**config.mk**
```make
export PLATFORM = sky130hd
export DESIGN_NAME = sdram_arbiter
export DESIGN_NICKNAME = d
export VERILOG_FILES = /design/src/rtl/sdram_arbiter.sv
export SDC_FILE = /design/constraint.sdc
export NUM_CORES = 1
export LEC_CHECK = 0
export ABC_AREA = 1
export BUFFER_PORTS_ARGS = -buffer_cell sky130_fd_sc_hd__buf_2
export CORE_MARGIN = 5
export CORE_UTILIZATION = 47
export CTS_CLUSTER_DIAMETER = 30
export DETAILED_ROUTE_END_ITERATION = 8
export HOLD_SLACK_MARGIN = 0.05
export MAX_ROUTING_LAYER = met4
export PLACE_DENSITY_LB_ADDON = 0.1
export SYNTH_ARGS = -nofsm -noshare
export SYNTH_HDL_FRONTEND = slang
export SYNTH_SLANG_ARGS = --single-unit
export TNS_END_PERCENT = 1
```
**constraint.sdc**
```tcl
create_clock -name clk -period 3.1 [get_ports clk]
set_clock_uncertainty 0.2 [all_clocks]
set_input_delay 0.775 -clock clk [delete_from_list [all_inputs] [get_ports clk]]
set_output_delay 0.775 -clock clk [all_outputs]
set_load 0.005 [all_outputs]
```
**src/rtl/sdram_arbiter.sv**
```systemverilog
// Central SDRAM command arbiter: grants the PHY to the init, refresh, write or read engine
// and registers the owner's command/address/bank onto the SDRAM pins.
module sdram_arbiter #(
  parameter int TIMEOUT = 1024
) (
  input  logic        clk,
  input  logic        rst_n,
  input  logic        init_done,
  input  logic [3:0]  init_cmds,
  input  logic [10:0] init_addr,
  input  logic [1:0]  init_ba,
  input  logic        atref_req,
  output logic        atref_en,
  input  logic        atref_done,
  input  logic [3:0]  atref_cmds,
  input  logic [10:0] atref_addr,
  input  logic [1:0]  atref_ba,
  input  logic        wr_req,
  output logic        wr_en,
  input  logic        wr_done,
  input  logic [3:0]  wr_cmds,
  input  logic [10:0] wr_addr,
  input  logic [1:0]  wr_ba,
  input  logic        rd_req,
  output logic        rd_en,
  input  logic        rd_done,
  input  logic [3:0]  rd_cmds,
  input  logic [10:0] rd_addr,
  input  logic [1:0]  rd_ba,
  output logic [3:0]  sdr_cmds,
  output logic [10:0] sdr_addr,
  output logic [1:0]  sdr_ba,
  output logic        err_timeout
);

  typedef enum logic [4:0] {
    ST_INIT  = 5'b00001,
    ST_IDLE  = 5'b00010,
    ST_AREF  = 5'b00100,
    ST_WRITE = 5'b01000,
    ST_READ  = 5'b10000
  } state_t;

  localparam int            CW       = $clog2(TIMEOUT);
  localparam logic [CW-1:0] CNT_LAST = CW'(TIMEOUT - 1);
  localparam logic [3:0]    CMD_NOP  = 4'b0111;

  state_t        state_r, state_s;
  logic [CW-1:0] cnt_r;
  logic          last_wr_r, last_wr_s;
  logic          atref_en_s, wr_en_s, rd_en_s;
  logic          done_s, timeout_s;
  logic [3:0]    cmd_s;
  logic [10:0]   addr_s;
  logic [1:0]    ba_s;

  // Done strobe of the current owner only; other engines' done pulses are ignored.
  always_comb begin
    done_s = 1'b0;
    case (state_r)
      ST_AREF:  done_s = atref_done;
      ST_WRITE: done_s = wr_done;
      ST_READ:  done_s = rd_done;
      default:  done_s = 1'b0;
    endcase
  end

  // Next-state, grant and round-robin decision.
  always_comb begin
    state_s    = state_r;
    last_wr_s  = last_wr_r;
    atref_en_s = 1'b0;
    wr_en_s    = 1'b0;
    rd_en_s    = 1'b0;
    timeout_s  = 1'b0;
    case (state_r)
      ST_INIT: begin
        if (init_done) state_s = ST_IDLE;
        else           state_s = ST_INIT;
      end
      ST_IDLE: begin
        // Refresh first; a write loses a tie only when the previous grant was a write.
        if (atref_req) begin
          state_s    = ST_AREF;
          atref_en_s = 1'b1;
        end else if (wr_req && (!rd_req || !last_wr_r)) begin
          state_s   = ST_WRITE;
          wr_en_s   = 1'b1;
          last_wr_s = 1'b1;
        end else if (rd_req) begin
          state_s   = ST_READ;
          rd_en_s   = 1'b1;
          last_wr_s = 1'b0;
        end else begin
          state_s = ST_IDLE;
        end
      end
      ST_AREF, ST_WRITE, ST_READ: begin
        if (done_s) begin
          state_s = ST_IDLE;
        end else if (cnt_r == CNT_LAST) begin
          state_s   = ST_IDLE;
          timeout_s = 1'b1;
        end else begin
          state_s = state_r;
        end
      end
      default: state_s = ST_INIT;
    endcase
  end

  // PHY source select by current owner; idle drives NOP.
  always_comb begin
    cmd_s  = CMD_NOP;
    addr_s = 11'd0;
    ba_s   = 2'd0;
    case (state_r)
      ST_INIT:  begin cmd_s = init_cmds;  addr_s = init_addr;  ba_s = init_ba;  end
      ST_AREF:  begin cmd_s = atref_cmds; addr_s = atref_addr; ba_s = atref_ba; end
      ST_WRITE: begin cmd_s = wr_cmds;    addr_s = wr_addr;    ba_s = wr_ba;    end
      ST_READ:  begin cmd_s = rd_cmds;    addr_s = rd_addr;    ba_s = rd_ba;    end
      default:  begin cmd_s = CMD_NOP;    addr_s = 11'd0;      ba_s = 2'd0;     end
    endcase
  end

  // State, grant pulses, timeout counter and registered PHY pins.
  always_ff @(posedge clk) begin
    if (!rst_n) begin
      state_r     <= ST_INIT;
      last_wr_r   <= 1'b0;
      cnt_r       <= '0;
      atref_en    <= 1'b0;
      wr_en       <= 1'b0;
      rd_en       <= 1'b0;
      err_timeout <= 1'b0;
      sdr_cmds    <= CMD_NOP;
      sdr_addr    <= 11'd0;
      sdr_ba      <= 2'd0;
    end else begin
      state_r   <= state_s;
      last_wr_r <= last_wr_s;
      atref_en  <= atref_en_s;
      wr_en     <= wr_en_s;
      rd_en     <= rd_en_s;
      sdr_cmds  <= cmd_s;
      sdr_addr  <= addr_s;
      sdr_ba    <= ba_s;
      // Counts only while staying in a service state, so it exits before reaching TIMEOUT.
      if ((state_s == state_r) && (state_r != ST_IDLE) && (state_r != ST_INIT))
        cnt_r <= cnt_r + 1'b1;
      else
        cnt_r <= '0;
      if (timeout_s) err_timeout <= 1'b1;
      else           err_timeout <= err_timeout;
    end
  end

endmodule

```
==> impl_metrics.csv <==
group,metric,value,unit
outcome,outcome,"finished, final reports clean",
worst_setup_path,crit_slowest_cell,"dfxtp_1",
power,power.density,412,nW/um2
clocking,clock_latency,0.28,ns
sta,relSlewSlack,0.627,
global_route,grt_start_max_net_pins,20,
route,wire_per_inst,13.0,um
sta,worstMarginPinSlew,0.556,ns
sta,fin_crit_sh,0.690,
sta,rsz0062_at_grt,"false",
worst_setup_path,worstPathArrival,2.12,ns
route,via_per_inst,5.03,
worst_setup_path,path_delay_family,"simple AND/OR/NAND/NOR gates",
floorplanning,core_area,3660,um2
clocking,clockBufferDepth,2,
power,p_total,0.988,mW
sta,setup_viol,0,
clocking,cts_made_buffers,5,
route,finalWirelength,5170,um
yosys,yosys.area.top_type,"dfxtp_1",
floorplanning,die_w,71.6,um
hold_path,hold_path_class,"reg -> reg",
worst_setup_path,critPathMaxStageDelay,0.47,ns
sta,maxSlewViolCount,0,
route,drc,0,
yosys,ys_dominant_reg_cell,"dfxtp_1",
worst_setup_path,crit_path_max_fanout,18,
floorplanning,dieArea,5120,um2
yosys,syn_inst,250,
clocking,cts.sinks,37,
global_route,grtUsageTotal,0.203,
sta,setup_tns,0,ns
yosys,syn_area_per_cell,7.13,um2
yosys,postSynthRegisterBits,37,
sta,finalWorstSetupSlack,0.961,ns
yosys,synth_nets,328,
sta,fmax,468,MHz
yosys,ys_async_sr_fraction,0,
route,ant_nets,0,
clocking,hold_buffers,0,
worst_setup_path,cp.required,3.08,ns
clocking,ctsRootBufferMaster,"clkbuf_8",
worst_setup_path,worstSetupPathType,"reg -> reg",
power,leakage,1.08,nW
sta,finalCriticalPeriod,2.14,ns
yosys,ys_top_cells_by_area,"dfxtp_1 (42%), nand2_1 (19%), a41oi_1 (6.9%)",
route,first_pass_iters,5,
yosys,yosysWarnings,0,
clocking,cts_resized,0,
cells_and_area,n_antenna_cell,0,
floorplanning,start_util,0.487,
worst_setup_path,crit_top_cell,"nor2_1",
clocking,clk_pin_slew,0.07,ns
yosys,synth-edff-count,0,
worst_setup_path,setup.worst_path.end_class,"flip-flop",
cells_and_area,nFillCells,329,
cells_and_area,syn2layout_area_growth,34.7,%
run,maxCapViolations,0,
clocking,post_cts_buffers,0,
global_route,grt_first_pass_wirelength,8180,um
clocking,htree_num_levels,2,
cells_and_area,final_cell_area,2400,um2
route,vias,2001,
yosys,synth_most_common_cell,"nand2_1",
place,io_buffers,97,
clocking,cts_tree,"done",
sta,finalHoldViolCount,0,
floorplanning,rows,22,
yosys,netlist_area,1780,um2
worst_setup_path,crit_chain,"nor2_1 -> nand3_1 -> clkinv_1 -> nand2_1 -> nor2_1 -> a21oi_1 -> nor2_2 -> nand3_4 -> nor2_1",
place,gp_congestion,0.914,
global_route,grt-ovfl-total,0,
route,drt_iter0_drc,125,
place,place_ws,0.961,ns
global_route,antenna_found_initial,0,
place,dp_hpwl,3940,um
cells_and_area,final_util,0.656,
yosys,synth.distinct_cells,26,
global_route,grt_pass1_vias,1895,
yosys,yosysSeqAreaShare,0.416,
worst_setup_path,crit_buf_inv,1,
power,irDropWorstVdd,0.244,mV
worst_setup_path,startpoint_type,"flip-flop",
floorplanning,ios,98,
yosys,yosys-top-cells-count,"nand2_1 (92), dfxtp_1 (37), nor2_1 (31), a41oi_1 (14), inv_1 (13)",
cells_and_area,layout-drive-gt1-share,0.334,
yosys,synth_top_area_share,0.416,
floorplanning,die_y,71.6,um
cells_and_area,nets,429,
place,placed_area,2330,um2
-- worst register-to-register path, stage by stage (launching register included) --
cell	delay, ns
dfxtp_1	0.47
nor2_1	0.09
nand3_1	0.12
clkinv_1	0.47
nand2_1	0.21
nor2_1	0.08
a21oi_1	0.15
nor2_2	0.07
nand3_4	0.12
nor2_1	0.06
-- state kept, by name, indices dropped and copies added, names as in the netlist --
signal and cells:
sdr_addr 11, cnt_r 10, state_r 5, sdr_cmds 4, sdr_ba 2, atref_en 1
err_timeout 1, last_wr_r 1, rd_en 1, wr_en 1
-- cells by family (layout without fill, tap and decap cells) --
logic type	after synthesis	count (layout)	share of synthesized area
flops	37	37	0.416
compound gates	26	26	0.110
fa+ha+maj	1	1	0.00702
simple gates	155	155	0.379
buf+inv	23	123	0.0491
xor+xnor	8	8	0.0393
-- area by class of cell --
| class | count | area [um2] | area share |
|---|---|---|---|
| clock buffers | 5 | 68.8 | 0.0287 |
| clock inverters | 1 | 5.00 | 0.00209 |
| inverters | 17 | 63.8 | 0.0266 |
| multi-input cells | 190 | 953 | 0.397 |
| flip-flops and latches | 37 | 741 | 0.309 |
| well taps | 48 | 60.1 | 0.0250 |
| repair buffers | 100 | 508 | 0.212 |
-- placed cells by master, fill, tap and decap left out --
| master | count |
|---|---|
| xnor2_1 | 4 |
| nand3b_1 | 2 |
| nor2_2 | 3 |
| a221oi_1 | 3 |
| nand2_2 | 1 |
| a41oi_1 | 14 |
| a21oi_1 | 5 |
| nand3_1 | 11 |
| nand4_1 | 6 |
| buf_4 | 3 |
| ha_1 | 1 |
| buf_2 | 97 |
| clkinv_2 | 1 |
| inv_1 | 13 |
| a31oi_1 | 1 |
| xor2_1 | 4 |
| nor2_1 | 31 |
| nand2_1 | 92 |
| nand3_4 | 1 |
| inv_2 | 3 |
| o21ai_0 | 3 |
| clkbuf_8 | 5 |
| dfxtp_1 | 37 |
| or2_2 | 1 |
| nor3_1 | 5 |
| nor3_4 | 2 |
| clkinv_1 | 1 |
-- where the power goes --
part	switching, mW	internal, mW	total [mW]
clock	0.157	0.148	0.305
sequential	0.00782	0.500	0.508
combinational	0.0946	0.0806	0.175
-- routing by layer --
layer  GRT usage  share of wire  vias up
li1            -              -     1028
met1       0.244           0.42      897
met2       0.330           0.50       68
met3      0.0477          0.073        8
met4      0.0752          0.015        0
met5           -              0        -
-- per-stage QoR --
step	hold slack, ns	instances
global placement	0.226	392
CTS	0.254	398
floorplan	0.218	250
finish	0.251	398
global route	0.279	398
detailed placement	0.238	392
-- path summary, 6_finish.rpt --
check	startpoint	depth (start not counted)	to	slack, ns
max reg2reg	state_r[4]$_SDFF_PN0_	9	cnt_r[5]$_SDFF_PN0_	0.96
min reg2reg	cnt_r[0]$_SDFF_PN0_	1	cnt_r[0]$_SDFF_PN0_	0.25
max	state_r[4]$_SDFF_PN0_	9	cnt_r[5]$_SDFF_PN0_	0.96
min	cnt_r[0]$_SDFF_PN0_	1	cnt_r[0]$_SDFF_PN0_	0.25
Note: power is estimated with default switching activity, not from simulation.
